===== src/rtl/regfile_host_port_if.sv =====
// Host-port bundle: byte command/readback streams plus the register-file
// write port and one registered read port.
interface regfile_host_port_if #(
  parameter int REGADDR_WIDTH = 5,
  parameter int DATA_WIDTH    = 32
);
  logic [7:0]               rx_data;
  logic                     rx_valid;
  logic                     rx_ready;
  logic [7:0]               tx_data;
  logic                     tx_valid;
  logic                     tx_ready;
  logic [REGADDR_WIDTH-1:0] readAddr;
  logic [DATA_WIDTH-1:0]    readData;
  logic [REGADDR_WIDTH-1:0] writeAddr;
  logic [DATA_WIDTH-1:0]    dataW;
  logic                     writeEnable;
  logic                     busy;
  logic                     cmd_err;

  modport slave (
    input  rx_data, rx_valid, tx_ready, readData,
    output rx_ready, tx_data, tx_valid, readAddr, writeAddr, dataW,
           writeEnable, busy, cmd_err
  );

  modport master (
    output rx_data, rx_valid, tx_ready, readData,
    input  rx_ready, tx_data, tx_valid, readAddr, writeAddr, dataW,
           writeEnable, busy, cmd_err
  );
endinterface


===== src/rtl/regfile_host_port.sv =====
// Byte-stream command parser that bursts writes into the register file and
// streams read words back little-endian on the tx channel.
module regfile_host_port #(
  parameter int REGADDR_WIDTH = 5,
  parameter int DATA_WIDTH    = 32
) (
  input  logic                clk,
  input  logic                reset,
  regfile_host_port_if.slave  bus
);
  localparam int BYTES = DATA_WIDTH / 8;
  localparam int BCW   = (BYTES > 1) ? $clog2(BYTES) : 1;
  localparam logic [BCW-1:0] LAST_BYTE = BCW'(BYTES - 1);

  typedef enum logic [2:0] {HDR, CNT, WDATA, WSTROBE, RADDR, RCAP, RSEND} state_t;

  state_t                   state_q, state_d;
  logic                     dir_q, dir_d;
  logic [REGADDR_WIDTH-1:0] addr_q, addr_d;
  logic [7:0]               cnt_q, cnt_d;
  logic [BCW-1:0]           byte_cnt_q, byte_cnt_d;
  logic [DATA_WIDTH-1:0]    asm_q, asm_d;
  logic [DATA_WIDTH-1:0]    shift_q, shift_d;
  logic [REGADDR_WIDTH-1:0] read_addr_q, read_addr_d;
  logic [REGADDR_WIDTH-1:0] write_addr_q, write_addr_d;
  logic [DATA_WIDTH-1:0]    data_w_q, data_w_d;
  logic                     rx_ready_q, rx_ready_d;
  logic                     tx_valid_q, tx_valid_d;
  logic                     write_en_q, write_en_d;
  logic                     busy_q, busy_d;
  logic                     cmd_err_q, cmd_err_d;
  logic                     rx_fire, tx_fire;

  assign rx_fire = bus.rx_valid && rx_ready_q;
  assign tx_fire = bus.tx_ready && tx_valid_q;

  always_comb begin
    state_d      = state_q;
    dir_d        = dir_q;
    addr_d       = addr_q;
    cnt_d        = cnt_q;
    byte_cnt_d   = byte_cnt_q;
    asm_d        = asm_q;
    shift_d      = shift_q;
    read_addr_d  = read_addr_q;
    write_addr_d = write_addr_q;
    data_w_d     = data_w_q;
    cmd_err_d    = 1'b0;

    case (state_q)
      HDR: begin
        if (rx_fire) begin
          if (bus.rx_data[6:5] != 2'b00) begin
            cmd_err_d = 1'b1;
          end else begin
            dir_d   = bus.rx_data[7];
            addr_d  = REGADDR_WIDTH'(bus.rx_data[4:0]);
            state_d = CNT;
          end
        end
      end
      CNT: begin
        if (rx_fire) begin
          cnt_d      = bus.rx_data;
          byte_cnt_d = '0;
          if (bus.rx_data == 8'd0) state_d = HDR;
          else if (dir_q)          state_d = WDATA;
          else                     state_d = RADDR;
        end
      end
      WDATA: begin
        if (rx_fire) begin
          // Shift in from the top so the first byte lands in bits 7:0.
          asm_d      = DATA_WIDTH'({bus.rx_data, asm_q} >> 8);
          byte_cnt_d = byte_cnt_q + 1'b1;
          if (byte_cnt_q == LAST_BYTE) begin
            byte_cnt_d   = '0;
            write_addr_d = addr_q;
            data_w_d     = asm_d;
            state_d      = WSTROBE;
          end
        end
      end
      WSTROBE: begin
        addr_d  = addr_q + 1'b1;
        cnt_d   = cnt_q - 8'd1;
        state_d = (cnt_q == 8'd1) ? HDR : WDATA;
      end
      RADDR: state_d = RCAP;
      RCAP: begin
        shift_d = bus.readData;
        state_d = RSEND;
      end
      RSEND: begin
        if (tx_fire) begin
          shift_d    = shift_q >> 8;
          byte_cnt_d = byte_cnt_q + 1'b1;
          if (byte_cnt_q == LAST_BYTE) begin
            byte_cnt_d = '0;
            addr_d     = addr_q + 1'b1;
            cnt_d      = cnt_q - 8'd1;
            state_d    = (cnt_q == 8'd1) ? HDR : RADDR;
          end
        end
      end
      default: state_d = HDR;
    endcase

    // Outputs are decoded from the next state so they register in step with it.
    rx_ready_d = (state_d == HDR) || (state_d == CNT) || (state_d == WDATA);
    write_en_d = (state_d == WSTROBE);
    tx_valid_d = (state_d == RSEND);
    busy_d     = (state_d != HDR);
    if (state_d == RADDR) read_addr_d = addr_d;
  end

  always_ff @(posedge clk) begin
    if (reset) begin
      state_q      <= HDR;
      dir_q        <= 1'b0;
      addr_q       <= '0;
      cnt_q        <= '0;
      byte_cnt_q   <= '0;
      asm_q        <= '0;
      shift_q      <= '0;
      read_addr_q  <= '0;
      write_addr_q <= '0;
      data_w_q     <= '0;
      rx_ready_q   <= 1'b1;
      tx_valid_q   <= 1'b0;
      write_en_q   <= 1'b0;
      busy_q       <= 1'b0;
      cmd_err_q    <= 1'b0;
    end else begin
      state_q      <= state_d;
      dir_q        <= dir_d;
      addr_q       <= addr_d;
      cnt_q        <= cnt_d;
      byte_cnt_q   <= byte_cnt_d;
      asm_q        <= asm_d;
      shift_q      <= shift_d;
      read_addr_q  <= read_addr_d;
      write_addr_q <= write_addr_d;
      data_w_q     <= data_w_d;
      rx_ready_q   <= rx_ready_d;
      tx_valid_q   <= tx_valid_d;
      write_en_q   <= write_en_d;
      busy_q       <= busy_d;
      cmd_err_q    <= cmd_err_d;
    end
  end

  assign bus.rx_ready    = rx_ready_q;
  assign bus.tx_data     = shift_q[7:0];
  assign bus.tx_valid    = tx_valid_q;
  assign bus.readAddr    = read_addr_q;
  assign bus.writeAddr   = write_addr_q;
  assign bus.dataW       = data_w_q;
  assign bus.writeEnable = write_en_q;
  assign bus.busy        = busy_q;
  assign bus.cmd_err     = cmd_err_q;
endmodule

===== src/flat_wrapper.sv =====
// flat-port wrapper written by rule: the top's interface ports become plain ports
module regfile_host_port_flat 
#(
  parameter int REGADDR_WIDTH = 5,
  parameter int DATA_WIDTH    = 32
)
  (clk, reset, bus_rx_data, bus_rx_valid, bus_tx_ready, bus_readData, bus_rx_ready, bus_tx_data, bus_tx_valid, bus_readAddr, bus_writeAddr, bus_dataW, bus_writeEnable, bus_busy, bus_cmd_err);
  regfile_host_port_if #(.REGADDR_WIDTH(REGADDR_WIDTH), .DATA_WIDTH(DATA_WIDTH)) bus_i ();
  input  logic clk;
  input  logic reset;
  input wire logic [$bits(bus_i.rx_data)-1:0] bus_rx_data;
  input wire logic [$bits(bus_i.rx_valid)-1:0] bus_rx_valid;
  input wire logic [$bits(bus_i.tx_ready)-1:0] bus_tx_ready;
  input wire logic [$bits(bus_i.readData)-1:0] bus_readData;
  output wire logic [$bits(bus_i.rx_ready)-1:0] bus_rx_ready;
  output wire logic [$bits(bus_i.tx_data)-1:0] bus_tx_data;
  output wire logic [$bits(bus_i.tx_valid)-1:0] bus_tx_valid;
  output wire logic [$bits(bus_i.readAddr)-1:0] bus_readAddr;
  output wire logic [$bits(bus_i.writeAddr)-1:0] bus_writeAddr;
  output wire logic [$bits(bus_i.dataW)-1:0] bus_dataW;
  output wire logic [$bits(bus_i.writeEnable)-1:0] bus_writeEnable;
  output wire logic [$bits(bus_i.busy)-1:0] bus_busy;
  output wire logic [$bits(bus_i.cmd_err)-1:0] bus_cmd_err;
  assign bus_i.rx_data = bus_rx_data;
  assign bus_i.rx_valid = bus_rx_valid;
  assign bus_i.tx_ready = bus_tx_ready;
  assign bus_i.readData = bus_readData;
  assign bus_rx_ready = bus_i.rx_ready;
  assign bus_tx_data = bus_i.tx_data;
  assign bus_tx_valid = bus_i.tx_valid;
  assign bus_readAddr = bus_i.readAddr;
  assign bus_writeAddr = bus_i.writeAddr;
  assign bus_dataW = bus_i.dataW;
  assign bus_writeEnable = bus_i.writeEnable;
  assign bus_busy = bus_i.busy;
  assign bus_cmd_err = bus_i.cmd_err;
  regfile_host_port #(.REGADDR_WIDTH(REGADDR_WIDTH), .DATA_WIDTH(DATA_WIDTH)) u_core (.clk(clk), .reset(reset), .bus(bus_i));
endmodule

===== config.mk =====
export PLATFORM = sky130hd
export DESIGN_NAME = regfile_host_port_flat
export DESIGN_NICKNAME = d
export VERILOG_FILES = /design/src/rtl/regfile_host_port_if.sv /design/src/rtl/regfile_host_port.sv /design/src/flat_wrapper.sv
export SDC_FILE = /design/constraint.sdc
export NUM_CORES = 1
export LEC_CHECK = 0
export ABC_CLOCK_PERIOD_IN_PS = 1700
export BUFFER_PORTS_ARGS = -buffer_cell sky130_fd_sc_hd__clkbuf_2
export CAP_MARGIN = 20
export CORE_ASPECT_RATIO = 0.5
export CORE_MARGIN = 1.5
export CORE_UTILIZATION = 50
export CTS_CLUSTER_SIZE = 16
export DETAILED_ROUTE_END_ITERATION = 8
export PLACE_DENSITY = 0.86
export SLEW_MARGIN = 20
export SYNTH_ARGS = -nofsm -noshare
export SYNTH_HDL_FRONTEND = slang
export SYNTH_SLANG_ARGS = --single-unit

===== constraint.sdc =====
create_clock -name clk -period 1.7 [get_ports clk]
set_input_delay 0.34 -clock clk [delete_from_list [all_inputs] [get_ports clk]]
set_output_delay 0.34 -clock clk [all_outputs]
set_load 0.03 [all_outputs]

==> results of run 1 <==
==> sequential cells by signal, indices dropped and copies added, names as in the netlist <==
signal	count
u_core.bus.tx_valid	1
u_core.bus.writeEnable	1
u_core.bus.writeAddr	5
u_core.dir_q	1
u_core.bus.rx_ready	1
u_core.asm_q	24
u_core.state_q	3
u_core.bus.busy	1
u_core.cnt_q	8
u_core.bus.dataW	32
u_core.byte_cnt_q	2
u_core.shift_q	32
u_core.addr_q	5
u_core.bus.readAddr	5
u_core.bus.cmd_err	1
==> synthesized netlist by cell type (all sizes together) (6+ instances only) <==
| master | number |
|---|---|
| nor2 | 53 |
| nor4 | 7 |
| dfxtp | 122 |
| inv | 12 |
| a22oi | 13 |
| nand2 | 159 |
| nor3 | 6 |
| a21oi | 73 |
| o21ai | 11 |
| clkbuf | 30 |
| nand3 | 32 |
| a31oi | 6 |
| buf | 22 |
| a311oi | 24 |
==> cells in the final DEF, fill, tap and decap left out, types with 3 or more instances in the layout <==
master      Yosys  final
o21ai_1         1      3
nor2_1         53     52
a22oi_1        13     12
clkinvlp_4      0      3
a311oi_1       24     24
inv_1          12     11
clkbuf_2        0     97
nand4_1         3      3
clkbuf_16       0     17
mux2i_1         3      3
buf_12          0      4
nand3_1        32     31
clkinv_4        0      4
dfxtp_1       122    114
a21oi_2         1      3
nor4_2          1      3
nor2b_1         4      3
o21ai_2         0      3
nand2_1       159    159
a31oi_4         0      3
buf_4           9     70
dfxtp_2         0      6
buf_6           0     11
a21oi_1        72     69
mux2_4          0      3
nor3_1          5      4
o21ai_0        10      5
bufinv_16       0      3
nor4_1          6      3
==> critical path, cell delays in order, from the launching register on <==
cell and delay (ns):
dfxtp_4 0.35, buf_8 0.14, and3b_2 0.22, a21o_1 0.18, a21o_1 0.21, nor3_4 0.16, buf_6 0.15, mux2_4 0.30
==> worst paths after layout <==
check	depth (start not counted)	startpoint	slack (ns)	end
worst max-delay path	7	u_core.state_q[0]	-0.13	u_core.bus.readAddr[1]
worst min-delay path	3	bus_readData[15]	0.16	u_core.shift_q[15]
worst max register to register	7	u_core.state_q[0]	-0.13	u_core.bus.readAddr[1]
worst min register to register	2	u_core.bus.dataW[5]	0.45	u_core.bus.dataW[5]
==> per-layer routing <==
| metal | wire (um) | GRT usage, % | part of all wire, % | vias to the layer above |
|---|---|---|---|---|
| met5 | 0 | 0 | 0 | - |
| li1 | - | - | - | 2522 |
| met1 | 6470 | 32.9 | 40 | 2510 |
| met2 | 7780 | 50.1 | 49 | 274 |
| met3 | 1190 | 7.55 | 7.4 | 70 |
| met4 | 586 | 16.4 | 3.7 | 0 |
==> what timing repair did <==
action,in CTS,in global routing
setup buffers,11,6
pin swaps,7,11
cloned,0,1
endpoints found under the setup margin,24,69
gates resized for setup,42,39
==> cells by family after synthesis <==
logic type,after synthesis
and+or+nand+nor,287
buffers and inverters,64
DFF,122
xor gates and xnor gates,1
adders and majority gates,4
muxes,8
AOI/OAI and AO/OA,152
==> area by class of cell <==
type                    instances  area [um2]
clock buffers                  18         439
repair buffers                184        1240
flip-flops and latches        122        2460
inverters                      12        45.0
fillers                       658        2490
well taps                     135         169
multi-input cells             452        2670
clock inverters                14         188
==> metrics by stage <==
step / hold slack, ns / setup WS, ns / cell area (um2) / total power, mW / utilization, %
after floorplan: 0.432 / -0.0719 / 5130 / 3.31 / -
after global placement: 0.442 / -0.275 / 6110 / 3.57 / 63.1
after detailed placement: 0.448 / -0.304 / 6110 / 3.58 / 63.1
after CTS: 0.162 / -0.119 / 7010 / 7.41 / 72.2
after global routing: 0.170 / -0.172 / 7210 / 7.69 / 74.3
final: 0.157 / -0.134 / 7210 / 7.51 / 74.3
==> power by group through the flow <==
| stage | sequential, mW | combinational [mW] | clock [mW] |
|---|---|---|---|
| after floorplan | 3.01 | 0.295 | 0 |
| after global placement | 2.99 | 0.587 | 0 |
| after detailed placement | 2.99 | 0.594 | 0 |
| after CTS | 2.93 | 0.664 | 3.82 |
| after global routing | 2.94 | 0.796 | 3.96 |
| final | 2.94 | 0.751 | 3.82 |
==> flow_metrics.py, run 1 <==
metrics = {
    "logic_synthesis": {
        "yosys.area.top_type": "dfxtp_1",
        "ys_top_cells_by_area": "dfxtp_1, nand2_1, a21oi_1, a311oi_1, nor2_1",
        "synth_compound_area_share_pct": 19.2,
        "synthAdderAreaFrac_pct": 0.979,
        "synth_top_family_by_area": "simple AND/OR/NAND/NOR gates",
        "ys_ff_latch": 122,
        "synth_cell_type_count": 58,
        "synth.top_cell.area_share_pct": 47.8,
        "synth_edf_count": 0,
        "synth-seq-area-share_pct": 47.8,
        "synth_top_flop_cell": "dfxtp_1",
        "yosys_warnings": 0,
        "synthSimpleGateAreaFrac_pct": 24.6,
        "synth_area_mm2": 0.00511,
        "syn_nets": 686,
        "synthMuxAreaShare_pct": 1.69,
        "synth_xor_area_share_pct": 0.171,
        "synthCells": 638,
        "postSynth.asyncResetShare_pct": 0,
        "syn_avg_cell_area_um2": 8.02,
    },
    "clocking": {
        "cts_tree": "built",
        "clock_latency_ns": 0.43,
        "htree_levels": 4,
        "cts-root-buf": "clkbuf_16",
        "clock_path_buffers": 2,
        "cts.clk_slew.worst_paths_ns": 0.06,
        "clock_sinks": 122,
        "cts_hold_buf": 0,
        "numCtsBuffers": 17,
    },
    "drt": {
        "finalWirelength_um": 16000,
        "firstDrtPassIters": 7,
        "drt_iter0_drc": 514,
        "drt.antenna.violating_nets": 0,
        "via_count": 5376,
        "wl_per_cell_um": 17.1,
        "drt-vias-per-instance": 5.74,
        "drc_errors": 0,
    },
    "global_routing": {
        "grt_pass1_wl_um": 24300,
        "overflow": 0,
        "grt_usage_pct": 28.6,
        "grt_antenna_before_repair": 0,
        "grt_start_max_net_pins": 47,
        "grt_pass1_vias": 5094,
    },
    "layout": {
        "drive_gt1_share_pct": 34.0,
        "syn_to_final_growth_pct": 41.0,
        "fin_cells": 937,
        "antennaDiodeCount": 0,
        "nNetsFinal": 837,
    },
    "placed_design": {
        "place_hpwl_um": 9260,
        "dp.cells": 887,
        "place.port_buffers": 98,
        "gp_congestion": 0.951,
    },
    "setup_path": {
        "crit_type": "reg -> reg",
        "arrival_ns": 2.14,
        "crit_fanout": 9,
        "critPathRequiredTime_ns": 2.01,
        "endpoint_kind": "flip-flop",
        "cp-start-kind": "flip-flop",
    },
    "power_and_ir_drop": {
        "p_comb_share_pct": 10.0,
        "powerDensity_mw_per_mm2": 1040,
        "p_switching_mw": 1.91,
        "p_leak_nw": 2.85,
        "switching_share_pct": 25.4,
        "clkPwrFrac_pct": 50.9,
        "p_int_mw": 5.61,
        "pwr-share-seq_pct": 39.1,
        "vdd_drop_max_uv": 748,
    },
    "timing": {
        "fin_skew_ns": 0.00624,
        "grt_setup_unrepaired": "yes",
        "fmax_ghz": 0.545,
        "slew_viol_final": 0,
        "final.setup.tns_ns": -0.951,
        "final_hold_viol_count": 0,
        "tightest_slew_ns": 0.562,
        "relSlewSlack_pct": 62.3,
        "layout_setup_ws_ns": -0.134,
        "finalCriticalPeriod_ns": 1.83,
        "period_share_pct": 108,
        "finalSetupViolations": 16,
    },
    "job": {
        "max_cap_viol_count": 0,
    },
    "floorplan": {
        "core-area_mm2": 0.00970,
        "die_w_um": 146,
        "die_y_um": 74.5,
        "initial_core_util_pct": 52.7,
        "design.die.area_mm2": 0.0109,
        "fp-row-count": 25,
        "io_pins": 99,
    },
    "min_path": {
        "hp-class": "in -> reg",
    },
    "run_status": {
        "violations": "setup timing",
        "status": "finished with violations",
    },
}
(Power assumes the default switching activity.)
==> inputs of run 2 (changes only) <==
CORE_UTILIZATION = 46   (was 50)
CTS_CLUSTER_DIAMETER = 60   (was default)
PLACE_DENSITY = 0.81   (was 0.86)
==> run 2 against run 1 <==
The flow still finishes with violations (setup timing). Sequential power about the same. Critical endpoint is now u_core.bus.readAddr[2]. Cell count unchanged. Combinational power up 1%. Maximum frequency up 2.4%. Final area down 0.21%. Non-clock buffer count down 5. Largest cell class unchanged. Clock-buffer cell count down 1.
==> flow_metrics.py, run 2 (synthesis results as in run 1) <==
metrics = {
    "setup_path": {
        "crit-reg2reg-launch": "u_core.cnt_q[1]",
        "r2r_end": "u_core.bus.readAddr[2]",
        "cp-start-kind": "flip-flop",
        "slowest_stage": "dfxtp_2",
        "arrival_ns": 2.10,
        "r2r_setup_slack_ns": -0.09,
        "endpoint_kind": "flip-flop",
        "critPathRequiredTime_ns": 2.01,
        "crit_type": "reg -> reg",
        "slowest_delay_ns": 0.32,
        "ff2ff_path_depth": 8,
        "crit_fanout": 5,
        "path_cells": "inv_2, ha_4, nor3b_4, nand4_1, a31oi_4, nor3_4, buf_12, mux2_4",
    },
    "floorplan": {
        "die_w_um": 152,
        "initial_core_util_pct": 48.7,
        "core-area_mm2": 0.0105,
        "io_pins": 99,
        "design.die.area_mm2": 0.0118,
        "die_y_um": 77.6,
        "fp-row-count": 26,
    },
    "global_routing": {
        "grt_start_max_net_pins": 46,
        "grt_pass1_vias": 4916,
        "grt_pass1_wl_um": 23800,
        "overflow": 0,
        "grt_antenna_before_repair": 0,
        "grt_usage_pct": 25.3,
    },
    "placed_design": {
        "dp_slack_ns": -0.288,
        "place_hpwl_um": 9440,
        "place.port_buffers": 98,
        "gp_congestion": 0.888,
        "place_area_mm2": 0.00614,
    },
    "power_and_ir_drop": {
        "p_switching_mw": 1.96,
        "p_int_mw": 5.31,
        "clkPwrFrac_pct": 49.1,
        "pwr-share-seq_pct": 40.4,
        "finalPower_mw": 7.27,
        "powerDensity_mw_per_mm2": 1010,
        "p_leak_nw": 2.83,
        "vdd_drop_max_uv": 688,
        "switching_share_pct": 27.0,
        "p_comb_share_pct": 10.5,
    },
    "min_path": {
        "hold_start": "bus_readData[21]",
        "hp-class": "in -> reg",
        "min_path_cells": 3,
        "whs_endpoint": "u_core.shift_q[21]",
    },
    "drt": {
        "drt_iter0_drc": 455,
        "via_count": 5305,
        "drt-vias-per-instance": 5.66,
        "finalWirelength_um": 15200,
        "firstDrtPassIters": 5,
        "wl_per_cell_um": 16.2,
        "route.met3.wl_um": 984,
        "drt.antenna.violating_nets": 0,
        "wl_met2_um": 7340,
        "drc_errors": 0,
        "met1_length_um": 6440,
        "routed.top_layer": "met4",
    },
    "layout": {
        "final-seq-area_mm2": 0.00246,
        "nNetsFinal": 832,
        "fin_area_mm2": 0.00719,
        "antennaDiodeCount": 0,
        "multi_input_area_mm2": 0.00269,
        "final_common_cell": "nand2_1",
        "fin_util_pct": 68.5,
        "most-common-layout-cells": "nand2_1, dfxtp_1, clkbuf_2",
        "drive_gt1_share_pct": 33.2,
        "num-fill-cells": 820,
        "syn_to_final_growth_pct": 40.7,
    },
    "timing": {
        "hold_ws_ns": 0.161,
        "slew_viol_final": 0,
        "tightest_slew_ns": 0.543,
        "finalCriticalPeriod_ns": 1.79,
        "fmax_ghz": 0.559,
        "period_share_pct": 105,
        "layout_setup_ws_ns": -0.0905,
        "grt_setup_unrepaired": "yes",
        "fin_skew_ns": 0.00756,
        "relSlewSlack_pct": 63.8,
        "final_hold_viol_count": 0,
        "finalSetupViolations": 6,
    },
    "clocking": {
        "cts-root-buf": "clkbuf_16",
        "cts_tree": "built",
        "clock_path_buffers": 2,
        "clock_sinks": 122,
        "clock_latency_ns": 0.42,
        "numCtsBuffers": 17,
        "cts.clk_slew.worst_paths_ns": 0.06,
        "htree_levels": 4,
    },
    "run_status": {
        "status": "finished with violations",
        "violations": "setup timing",
    },
    "job": {
        "max_cap_viol_count": 0,
    },
}
run 2: cell types whose count changed in the layout (fill, tap and decap cells not counted), sizes merged:
cell / before / now
bufbuf: 0 / 1
clkinvlp: 3 / 4
clkinv: 4 / 2
bufinv: 3 / 1
inv: 16 / 20
clkbuf: 115 / 114
buf: 87 / 81
run 2: worst max path at each step:
stage / slack, ns / end / startpoint
after detailed placement: -0.29 / u_core.bus.readAddr[2] / bus_rx_data[6]
after CTS: -0.06 / u_core.bus.readAddr[2] / u_core.cnt_q[5]
final: -0.09 / u_core.bus.readAddr[2] / u_core.cnt_q[1]
after global routing: -0.15 / u_core.bus.readAddr[2] / u_core.cnt_q[1]
after floorplan: -0.07 / u_core.bus.readAddr[1] / u_core.bus.rx_ready
after global placement: -0.23 / u_core.bus.readAddr[3] / bus_rx_data[2]
run 2: layout make-up:
cell class	instances	area share [%]
Clock buffer	17	5.91
Sequential cell	122	34.2
Multi-Input combinational cell	452	37.4
Inverter	12	0.626
Tap cell	140	2.44
Clock inverter	15	2.19
Timing Repair Buffer	179	17.2
run 2: metrics by stage:
step,cells,TNS [ns]
detailed placement,893,-2.55
global placement,893,-2.10
global route,937,-0.869
finish,937,-0.329
floorplan,638,-0.216
CTS,932,-0.199
run 2: per-layer routing:
layer  global-route usage, %  vias to the layer above
met3                    6.37                       46
li1                        -                     2509
met1                    31.4                     2539
met2                    42.4                      211
met4                    10.5                        0
met5                       0                        -
run 2: critical path: cells and delay by family, from the launching register on:
kind | cells | cell delay [ns]
AOI/OAI and AO/OA | 1 | 0.21
DFF | 1 | 0.32
and+or+nand+nor | 3 | 0.51
buffers and inverters | 2 | 0.21
muxes | 1 | 0.29
adders and majority gates | 1 | 0.13
run 2: power groups by stage:
stage,sequential (mW),combinational [mW],clock (mW)
2_1_floorplan,3.01,0.295,0
3_3_place_gp,2.99,0.606,0
3_5_place_dp,2.99,0.612,0
4_1_cts,2.93,0.662,3.57
5_1_grt,2.94,0.810,3.74
6_report,2.94,0.760,3.57
run 2: timing repair:
item	CTS	global route
hold endpoints to repair	0	0
gates cloned	1	1
setup buffers	6	5
hold buffers	0	0
pin swaps	5	14
endpoints found under the setup margin	21	74
resized for setup	33	43
